<file path="config.mk">
export PLATFORM = sky130hd
export DESIGN_NAME = button_array
export DESIGN_NICKNAME = d
export VERILOG_FILES = /design/src/rtl/button_pkg.sv /design/src/rtl/button_channel.sv /design/src/rtl/button_array.sv
export SDC_FILE = /design/constraint.sdc
export NUM_CORES = 1
export LEC_CHECK = 0
export CAP_MARGIN = 30
export CORE_ASPECT_RATIO = 1.25
export CORE_MARGIN = 3
export CORE_UTILIZATION = 64
export DETAILED_ROUTE_END_ITERATION = 10
export DONT_BUFFER_PORTS = 1
export PLACE_DENSITY = 0.84
export SYNTH_ARGS = -nofsm -noshare
export SYNTH_HDL_FRONTEND = slang
export SYNTH_SLANG_ARGS = --single-unit
</file>
<file path="constraint.sdc">
create_clock -name clk -period 2.8 [get_ports clk]
set_input_delay 0.28 -clock clk [delete_from_list [all_inputs] [get_ports clk]]
set_output_delay 0.28 -clock clk [all_outputs]
set_load 0.03 [all_outputs]
</file>
<file path="src/rtl/button_pkg.sv">
// Shared definitions for the button debouncer array.
//   btn_state_t : per-channel debounce FSM state encoding
//   cnt_w()     : width needed for a counter that must hold max_cnt
package button_pkg;

   typedef enum logic [1:0] {
      ST_LOW       = 2'd0,
      ST_WAIT_HIGH = 2'd1,
      ST_HIGH      = 2'd2,
      ST_WAIT_LOW  = 2'd3
   } btn_state_t;

   function automatic int cnt_w(input int max_cnt);
      return $clog2(max_cnt) + 1;
   endfunction

endpackage

</file>
<file path="src/rtl/button_channel.sv">
// One debounced button channel: 2-flop synchronizer, debounce FSM, edge
// pulses, long-press timer and (optionally) auto-repeat timer.
// Optional feature: BUTTON_ARRAY_REPEAT_EN enables the auto-repeat timer;
// without it repeat_pulse is tied low and no repeat counter exists.
//
// Ports
//   clk          : clock, rising edge
//   reset_n      : asynchronous active-low reset
//   noisy        : raw asynchronous button input
//   debounced    : filtered level
//   p_edge       : one-clock pulse, accepted 0->1
//   n_edge       : one-clock pulse, accepted 1->0
//   any_edge     : p_edge | n_edge
//   long_press   : one-clock pulse LONG_CYCLES clocks after p_edge
//   repeat_pulse : periodic pulse after long_press while still held
//
// state        | meaning
// -------------+-------------------------------------------------------
// ST_LOW       | accepted level 0, input stable low
// ST_WAIT_HIGH | accepted level 0, input high, timing the stable window
// ST_HIGH      | accepted level 1, input stable high
// ST_WAIT_LOW  | accepted level 1, input low, timing the stable window
module button_channel
   import button_pkg::*;
#(
   parameter int DB_CYCLES     = 2_000_000,
   parameter int LONG_CYCLES   = 100_000_000
`ifdef BUTTON_ARRAY_REPEAT_EN
 , parameter int REPEAT_CYCLES = 20_000_000
`endif
) (
   input  logic clk,
   input  logic reset_n,
   input  logic noisy,
   output logic debounced,
   output logic p_edge,
   output logic n_edge,
   output logic any_edge,
   output logic long_press,
   output logic repeat_pulse
);

   localparam int DB_W   = cnt_w(DB_CYCLES);
   localparam int HOLD_W = cnt_w(LONG_CYCLES);

   // The first stable clock is the one that leaves the idle state, so the
   // window counter starts two short of DB_CYCLES and ends at zero.
   localparam logic [DB_W-1:0]   DB_LOAD   = DB_W'(DB_CYCLES - 2);
   localparam logic [HOLD_W-1:0] HOLD_LOAD = HOLD_W'(LONG_CYCLES - 1);

   logic sync_q1;
   logic synced;

   always_ff @(posedge clk or negedge reset_n) begin
      if (!reset_n) begin
         sync_q1 <= 1'b0;
         synced  <= 1'b0;
      end else begin
         sync_q1 <= noisy;
         synced  <= sync_q1;
      end
   end

   btn_state_t       state;
   btn_state_t       state_nxt;
   logic [DB_W-1:0]  db_cnt;
   logic [DB_W-1:0]  db_cnt_nxt;
   logic             rise;
   logic             fall;

   always_ff @(posedge clk or negedge reset_n) begin
      if (!reset_n) begin
         state  <= ST_LOW;
         db_cnt <= '0;
      end else begin
         state  <= state_nxt;
         db_cnt <= db_cnt_nxt;
      end
   end

   always_comb begin
      state_nxt  = state;
      db_cnt_nxt = db_cnt;
      rise       = 1'b0;
      fall       = 1'b0;
      case (state)
         ST_LOW: begin
            if (synced) begin
               state_nxt  = ST_WAIT_HIGH;
               db_cnt_nxt = DB_LOAD;
            end
         end
         ST_WAIT_HIGH: begin
            if (!synced) begin
               state_nxt  = ST_LOW;
               db_cnt_nxt = '0;
            end else if (db_cnt == '0) begin
               state_nxt = ST_HIGH;
               rise      = 1'b1;
            end else begin
               db_cnt_nxt = db_cnt - DB_W'(1);
            end
         end
         ST_HIGH: begin
            if (!synced) begin
               state_nxt  = ST_WAIT_LOW;
               db_cnt_nxt = DB_LOAD;
            end
         end
         ST_WAIT_LOW: begin
            if (synced) begin
               state_nxt  = ST_HIGH;
               db_cnt_nxt = '0;
            end else if (db_cnt == '0) begin
               state_nxt = ST_LOW;
               fall      = 1'b1;
            end else begin
               db_cnt_nxt = db_cnt - DB_W'(1);
            end
         end
         default: begin
            state_nxt  = ST_LOW;
            db_cnt_nxt = '0;
         end
      endcase
   end

   assign debounced = (state == ST_HIGH) || (state == ST_WAIT_LOW);

   // Hold timer: armed by the accepted press, disarmed by the accepted
   // release or after firing once (it then rests at zero). Bounces inside
   // ST_WAIT_LOW do not touch it.
   logic [HOLD_W-1:0] hold_cnt;
   logic              hold_armed;
   logic              lp_fire;

   assign lp_fire = hold_armed && !rise && !fall && (hold_cnt == '0);

   always_ff @(posedge clk or negedge reset_n) begin
      if (!reset_n) begin
         p_edge     <= 1'b0;
         n_edge     <= 1'b0;
         any_edge   <= 1'b0;
         long_press <= 1'b0;
         hold_cnt   <= '0;
         hold_armed <= 1'b0;
      end else begin
         p_edge     <= rise;
         n_edge     <= fall;
         any_edge   <= rise | fall;
         long_press <= lp_fire;
         if (rise) begin
            hold_cnt   <= HOLD_LOAD;
            hold_armed <= 1'b1;
         end else if (fall) begin
            hold_cnt   <= '0;
            hold_armed <= 1'b0;
         end else if (hold_armed) begin
            if (hold_cnt == '0) begin
               hold_armed <= 1'b0;
            end else begin
               hold_cnt <= hold_cnt - HOLD_W'(1);
            end
         end
      end
   end

`ifdef BUTTON_ARRAY_REPEAT_EN
   localparam int                REP_W    = cnt_w(REPEAT_CYCLES);
   localparam logic [REP_W-1:0]  REP_LOAD = REP_W'(REPEAT_CYCLES - 1);

   logic [REP_W-1:0] rep_cnt;
   logic             rep_active;

   always_ff @(posedge clk or negedge reset_n) begin
      if (!reset_n) begin
         repeat_pulse <= 1'b0;
         rep_cnt      <= '0;
         rep_active   <= 1'b0;
      end else begin
         repeat_pulse <= 1'b0;
         if (fall) begin
            rep_cnt    <= '0;
            rep_active <= 1'b0;
         end else if (lp_fire) begin
            rep_cnt    <= REP_LOAD;
            rep_active <= 1'b1;
         end else if (rep_active) begin
            if (rep_cnt == '0) begin
               repeat_pulse <= 1'b1;
               rep_cnt      <= REP_LOAD;
            end else begin
               rep_cnt <= rep_cnt - REP_W'(1);
            end
         end
      end
   end
`else
   assign repeat_pulse = 1'b0;
`endif

endmodule

</file>
<file path="src/rtl/button_array.sv">
// Array of N_CH independent debounced button channels.
// Optional feature: BUTTON_ARRAY_REPEAT_EN enables per-channel auto-repeat;
// without it repeat_pulse is constant 0.
//
// Ports (all vectors N_CH wide, one bit per channel)
//   clk          : clock, rising edge
//   reset_n      : asynchronous active-low reset
//   noisy        : raw asynchronous button inputs
//   debounced    : filtered levels
//   p_edge       : accepted 0->1 pulses
//   n_edge       : accepted 1->0 pulses
//   any_edge     : p_edge | n_edge
//   long_press   : long-hold pulses
//   repeat_pulse : auto-repeat pulses
module button_array
   import button_pkg::*;
#(
   parameter int N_CH          = 4,
   parameter int DB_CYCLES     = 2_000_000,
   parameter int LONG_CYCLES   = 100_000_000,
   parameter int REPEAT_CYCLES = 20_000_000
) (
   input  logic            clk,
   input  logic            reset_n,
   input  logic [N_CH-1:0] noisy,
   output logic [N_CH-1:0] debounced,
   output logic [N_CH-1:0] p_edge,
   output logic [N_CH-1:0] n_edge,
   output logic [N_CH-1:0] any_edge,
   output logic [N_CH-1:0] long_press,
   output logic [N_CH-1:0] repeat_pulse
);

   if (N_CH < 1 || N_CH > 32 || DB_CYCLES < 2 || LONG_CYCLES <= DB_CYCLES ||
       REPEAT_CYCLES < 2) begin : g_bad_params
      $error("button_array: illegal parameter set");
   end

   for (genvar gi = 0; gi < N_CH; gi++) begin : g_ch
      button_channel #(
         .DB_CYCLES     (DB_CYCLES),
         .LONG_CYCLES   (LONG_CYCLES)
`ifdef BUTTON_ARRAY_REPEAT_EN
       , .REPEAT_CYCLES (REPEAT_CYCLES)
`endif
      ) u_ch (
         .clk          (clk),
         .reset_n      (reset_n),
         .noisy        (noisy[gi]),
         .debounced    (debounced[gi]),
         .p_edge       (p_edge[gi]),
         .n_edge       (n_edge[gi]),
         .any_edge     (any_edge[gi]),
         .long_press   (long_press[gi]),
         .repeat_pulse (repeat_pulse[gi])
      );
   end

endmodule

</file>
# After elaboration in Yosys (flattened, before gate mapping)
# Index checks and enable logic that the tools add are counted.
classes:
  n_addsub: 8
  eq_ne: 32
  muxes: 104
  bitwise_logic: 4
  n_reduce_logical: 52
op_table:
  columns: ["cell", "count"]
  rows:
  - ["$mux 28", 16]
  - ["$mux 22", 20]
  - ["$pmux 22 s4", 4]
  - ["$logic_not 28->1", 4]
  - ["$sub 28x1->28 const B", 4]
  - ["$logic_not 22->1", 4]
  - ["$sub 22x1->22 const B", 4]
  - ["$mux 2", 24]
  - ["$mux 1", 36]
  - ["$pmux 2 s4", 4]
  - ["$ne 3x1->1 const B", 8]
  - ["$eq 2x2->1 const B", 8]
  - ["$reduce_and 2->1", 8]
  - ["$reduce_and 4->1", 4]
  - ["$logic_and 1x1->1", 12]
  - ["$ne 3x3->1 const B", 4]
  - ["$reduce_bool 3->1", 4]
  - ["$eq 2x1->1 const B", 4]
  - ["$logic_not 1->1", 8]
  - ["$logic_not 2->1", 4]
  - ["$ne 2x1->1 const B", 4]
  - ["$ne 2x2->1 const B", 4]
  - ["$logic_or 1x1->1", 4]
  - ["$or 1x1->1", 4]
totals:
  ff_bits: 236
  inputBits: 6
  out_inout_bits: 24
  wordCells: 240

# Depth between registers and ports, before layout
depth:
  depth_word: 8
  depth_mapped: 11
  ltp_nobuf: 9

# Hierarchy
# From an unflattened synthesis, not the netlist that was laid out.
hier_totals:
  cells_unflattened: 1490
  area_unflattened_um2: 13434.1
modules_own_cells:
  columns: ["mod", "n_inst", "cells_each", "area_per_inst_um2", "seq_area_each_um2"]
  rows:
  - ["button_channel (g_ch[0].u_ch ...)", 2, 384, 3402.0, 1476.4]
  - ["button_channel (g_ch[3].u_ch)", 1, 368, 3331.9, 1476.4]
  - ["button_channel (g_ch[2].u_ch)", 1, 354, 3298.2, 1476.4]

# Least setup slack after synthesis
# No wires, ideal clock.
synth_timing:
  path_type: "register to register"
  startpoint: "register g_ch[1].u_ch.hold_cnt[10]"
  endpoint: "register g_ch[1].u_ch.hold_cnt[13]"
  arrival_ns: 2.440
  required_ns: 2.676
  slack_ns: 0.236
  stages_incl_launch_ff: 10
  n_path_buf: 3
  period_less_slack_ns: 2.564
  cell_sequence: "dfrtp_1 or4_1 or3_1 buf_6 o41ai_4 or2_0 buf_2 buf_4 nor3_1 a211o_1"
synth_via:
  elab_chain_len: 5
  word_cells_on_any_way: 8
synth_lines:
  columns: ["item", "line", "source"]
  rows:
  - ["from (decl)", "button_channel.sv:133", "logic [HOLD_W-1:0] hold_cnt;"]
  - ["from (signal assigned)", "button_channel.sv:162", "hold_cnt <= hold_cnt - HOLD_W'(1);"]
  - ["$sub 28x1->28", "button_channel.sv:162", null]
  - ["$mux 28", "button_channel.sv:159", "if (hold_cnt == '0) begin"]
  - ["$mux 28", "button_channel.sv:158", "end else if (hold_armed) begin"]
  - ["$mux 28", "button_channel.sv:155", "end else if (fall) begin"]
  - ["$mux 28", "button_channel.sv:152", "if (rise) begin"]
# Parallel ways exist; a longest one is shown, timed or not. The select of a mux whose other input is x is not followed.
# A chain may end at the register's enable or synchronous reset.

# Worst setup path in the final report
layout_timing:
  startpoint: "register g_ch[1].u_ch.hold_cnt[10]"
  endpoint: "register g_ch[1].u_ch.hold_cnt[7]"
layout_via:
  elab_chain_len: 3
layout_lines:
  columns: ["item", "line"]
  rows:
  - ["$logic_not 28->1", "button_channel.sv:159"]
  - ["$ne 3x1->1 (no line)", null]
  - ["$reduce_and 2->1 (no line)", null]
# Every way passes these cells.

==> impl_metrics.json <==
{
  "grt_max_degree": 237,
  "crit_path_start_kind": "register",
  "clkSinkCount": 236,
  "htreeDepth": 1,
  "rsz0062_at_grt": "yes",
  "fin_area_mm2": 0.0146,
  "post-route-drc-count": 0,
  "dpl_cell_area_mm2": 0.0136,
  "portBuffers": 0,
  "cts_setup_buffers": 0,
  "antenna_found_initial": 0,
  "synthArstFlopShare": 1.00,
  "skew_ns": 0.0148,
  "track_usage": 0.271,
  "r2r-start": "g_ch[1].u_ch.hold_cnt[10]",
  "hold_path.class": "in2async",
  "synth_top_cell_area_share": 0.451,
  "viasPerCell": 6.43,
  "path_max_fanout": 12,
  "p_per_area_mw_per_mm2": 554,
  "synth_cells": 1467,
  "cts-root-buf": "clkbuf_16",
  "holdWs_ns": -0.546,
  "netlist_area_mm2": 0.0131,
  "grt_overflow": 0,
  "drive_above_1_share": 0.109,
  "path_class": "reg2reg",
  "core_area_mm2": 0.0198,
  "cap_violations": 0,
  "postRouteWirelength_um": 30100,
  "clk_latency_ns": 0.53,
  "initial_core_util": 0.663,
  "netlist_top_cells_area": "dfrtp_1 45%, nor2_1 4.3%, o21ai_0 3.9%, nand2_1 3.5%, nor3_1 3.2%",
  "fin_crit_sh": 0.952,
  "drt_pass1_iterations": 7,
  "synth_edf_count": 0,
  "grt_pass1_vias": 11300,
  "synth.distinct_cells": 74,
  "n_antenna_cell": 0,
  "drv_slew": 0,
  "synth_area_per_cell_um2": 8.93,
  "fin_nets": 1510,
  "cp.arrival_ns": 3.08,
  "synthToLayoutAreaGrowth_pct": 11.3,
  "slew_headroom": 0.400,
  "yosysMostFrequentCell": "dfrtp_1",
  "yosysSeqAreaShare": 0.451,
  "final_util": 0.738,
  "cts_tree": "done",
  "ir_drop_mv": 0.542,
  "dp_hpwl_um": 19600,
  "status": "complete, but fails checks",
  "gp_congestion": 0.881,
  "drtAntennaViolNets": 0,
  "synth_top_cell_by_area": "dfrtp_1",
  "cp.required_ns": 3.21,
  "violations": "negative hold slack",
  "io_pins": 30,
  "setup_viol": 0,
  "min_period_ns": 2.67,
  "vias": 11400,
  "critPathLaunch": "g_ch[1].u_ch.hold_cnt[10]",
  "cts_hold_buf": 4,
  "fin_tns_setup_ns": 0,
  "cts_buffers": 25,
  "yosys-top-cells-count": "236 x dfrtp_1, 150 x nor2_1, 121 x nand2_1",
  "drt-initial-drc-count": 999,
  "clockBufferDepth": 3,
  "post_drt_wl_per_cell_um": 17.0,
  "grt_pass1_wl_um": 52600,
  "rows": 57,
  "die_height_um": 166,
  "endpoint_kind": "register",
  "fin_cells": 1775,
  "dieWidth_um": 134,
  "synth_flop_cell": "dfrtp_1",
  "yosysWarnings": 0,
  "dp.cells": 1726,
  "worst_pin_slew_ns": 0.896,
  "clk_pin_slew_ns": 0.06,
  "max_freq_ghz": 0.375,
  "dieArea_mm2": 0.0222,
  "p_leak_nw": 6.75,
  "synth_seq_cells": 236,
  "final_hold_viol_count": 236
}
[stage by stage]
step                setup slack [ns]  power [mW]
global placement               0.147        4.51
global route                 0.00324        8.39
floorplan                      0.236        4.34
CTS                           0.0479        8.11
detailed placement            0.0644        4.54
finish                         0.134        8.08
[per-layer routing]
layer | track usage | up-vias | routed length, um
met1 | 0.358 | 5556 | 12600
li1 | - | 5416 | -
met3 | 0.0336 | 68 | 1570
met5 | 0 | - | 0
met4 | 0.0819 | 0 | 662
met2 | 0.470 | 366 | 15200
[final cells by class]
class | count | area (um^2)
Inverter | 48 | 180
Clock inverter | 12 | 189
Timing Repair Buffer | 88 | 674
Fill cell | 1383 | 5170
Tap cell | 265 | 332
Multi-Input combinational cell | 1093 | 6610
Clock buffer | 33 | 696
Sequential cell | 236 | 5910
[state kept, by name (all words and copies together), names as in the netlist, named ones only]
name	cells
g_ch.u_ch.hold_cnt	112
g_ch.u_ch.hold_armed	4
g_ch.u_ch.long_press	4
g_ch.u_ch.sync_q1	4
g_ch.u_ch.p_edge	4
g_ch.u_ch.synced	4
g_ch.u_ch.db_cnt	88
g_ch.u_ch.n_edge	4
g_ch.u_ch.any_edge	4
g_ch.u_ch.state	4
[cells by family after synthesis]
family | share of synthesized area
xor+xnor | 0.0541
flops | 0.451
mux | 0.00582
fa+ha+maj | 0.0115
simple gates | 0.242
buf+inv | 0.0493
compound gates | 0.186
other cells | 0.000286
[path summary, 6_finish.rpt]
kind,end,slack [ns],depth (start not counted)
worst max-delay path,g_ch[1].u_ch.hold_cnt[7],0.13,7
worst min-delay path,g_ch[3].u_ch.hold_cnt[17],-0.55,0
worst max register to register,g_ch[1].u_ch.hold_cnt[7],0.13,7
worst min register to register,g_ch[3].u_ch.synced,0.35,0
max in group asynchronous,g_ch[0].u_ch.db_cnt[21],3.00,0
min in group clk,g_ch[0].u_ch.sync_q1,0.32,1
[layout by cell type, fill, tap and decap left out, types with 5 or more instances in the layout]
cell type and count:
buf_4 83, nor3_1 83, nand3_1 46, bufinv_16 5
o22a_1 8, a211o_1 18, o22ai_1 42, a211oi_1 5
clkbuf_16 25, nor4_1 56, clkinv_2 6, a21o_1 8
nor2b_1 9, a2bb2oi_1 8, and3_1 5, nor4_2 7
nand2_1 121, nor2_1 150, dfrtp_1 236, nand2b_1 15
nor3b_1 9, a22o_1 10, inv_1 46, a31oi_1 20
or3_1 33, o21ai_0 102, ha_1 12, o211ai_1 19
xor2_1 39, or4_1 27, mux2_2 5, and2_1 6
o41ai_1 5, o31ai_1 13, xnor2_1 42, or2_2 5
a21oi_1 78, nand4_1 15
[worst max-delay path, cell delays in order, from the launching register on]
cell and delay (ns):
dfrtp_1 0.39, or4_1 0.56, or3_4 0.40, o41ai_4 0.40
or2_1 0.20, buf_4 0.20, o21ai_0 0.10, a211o_1 0.31
[power by group]
group,total (mW),switching [mW],internal [mW]
logic,0.810,0.478,0.332
registers,3.71,0.172,3.54
clock network,3.56,1.36,2.20
total,8.08,2.01,6.07
[what timing repair did]
action                                  4_1_cts  5_1_grt
gates resized for setup                       0        9
endpoints found under the setup margin        0       27
endpoints found under the hold margin       240      236
Power figures use the tool's default switching activity.
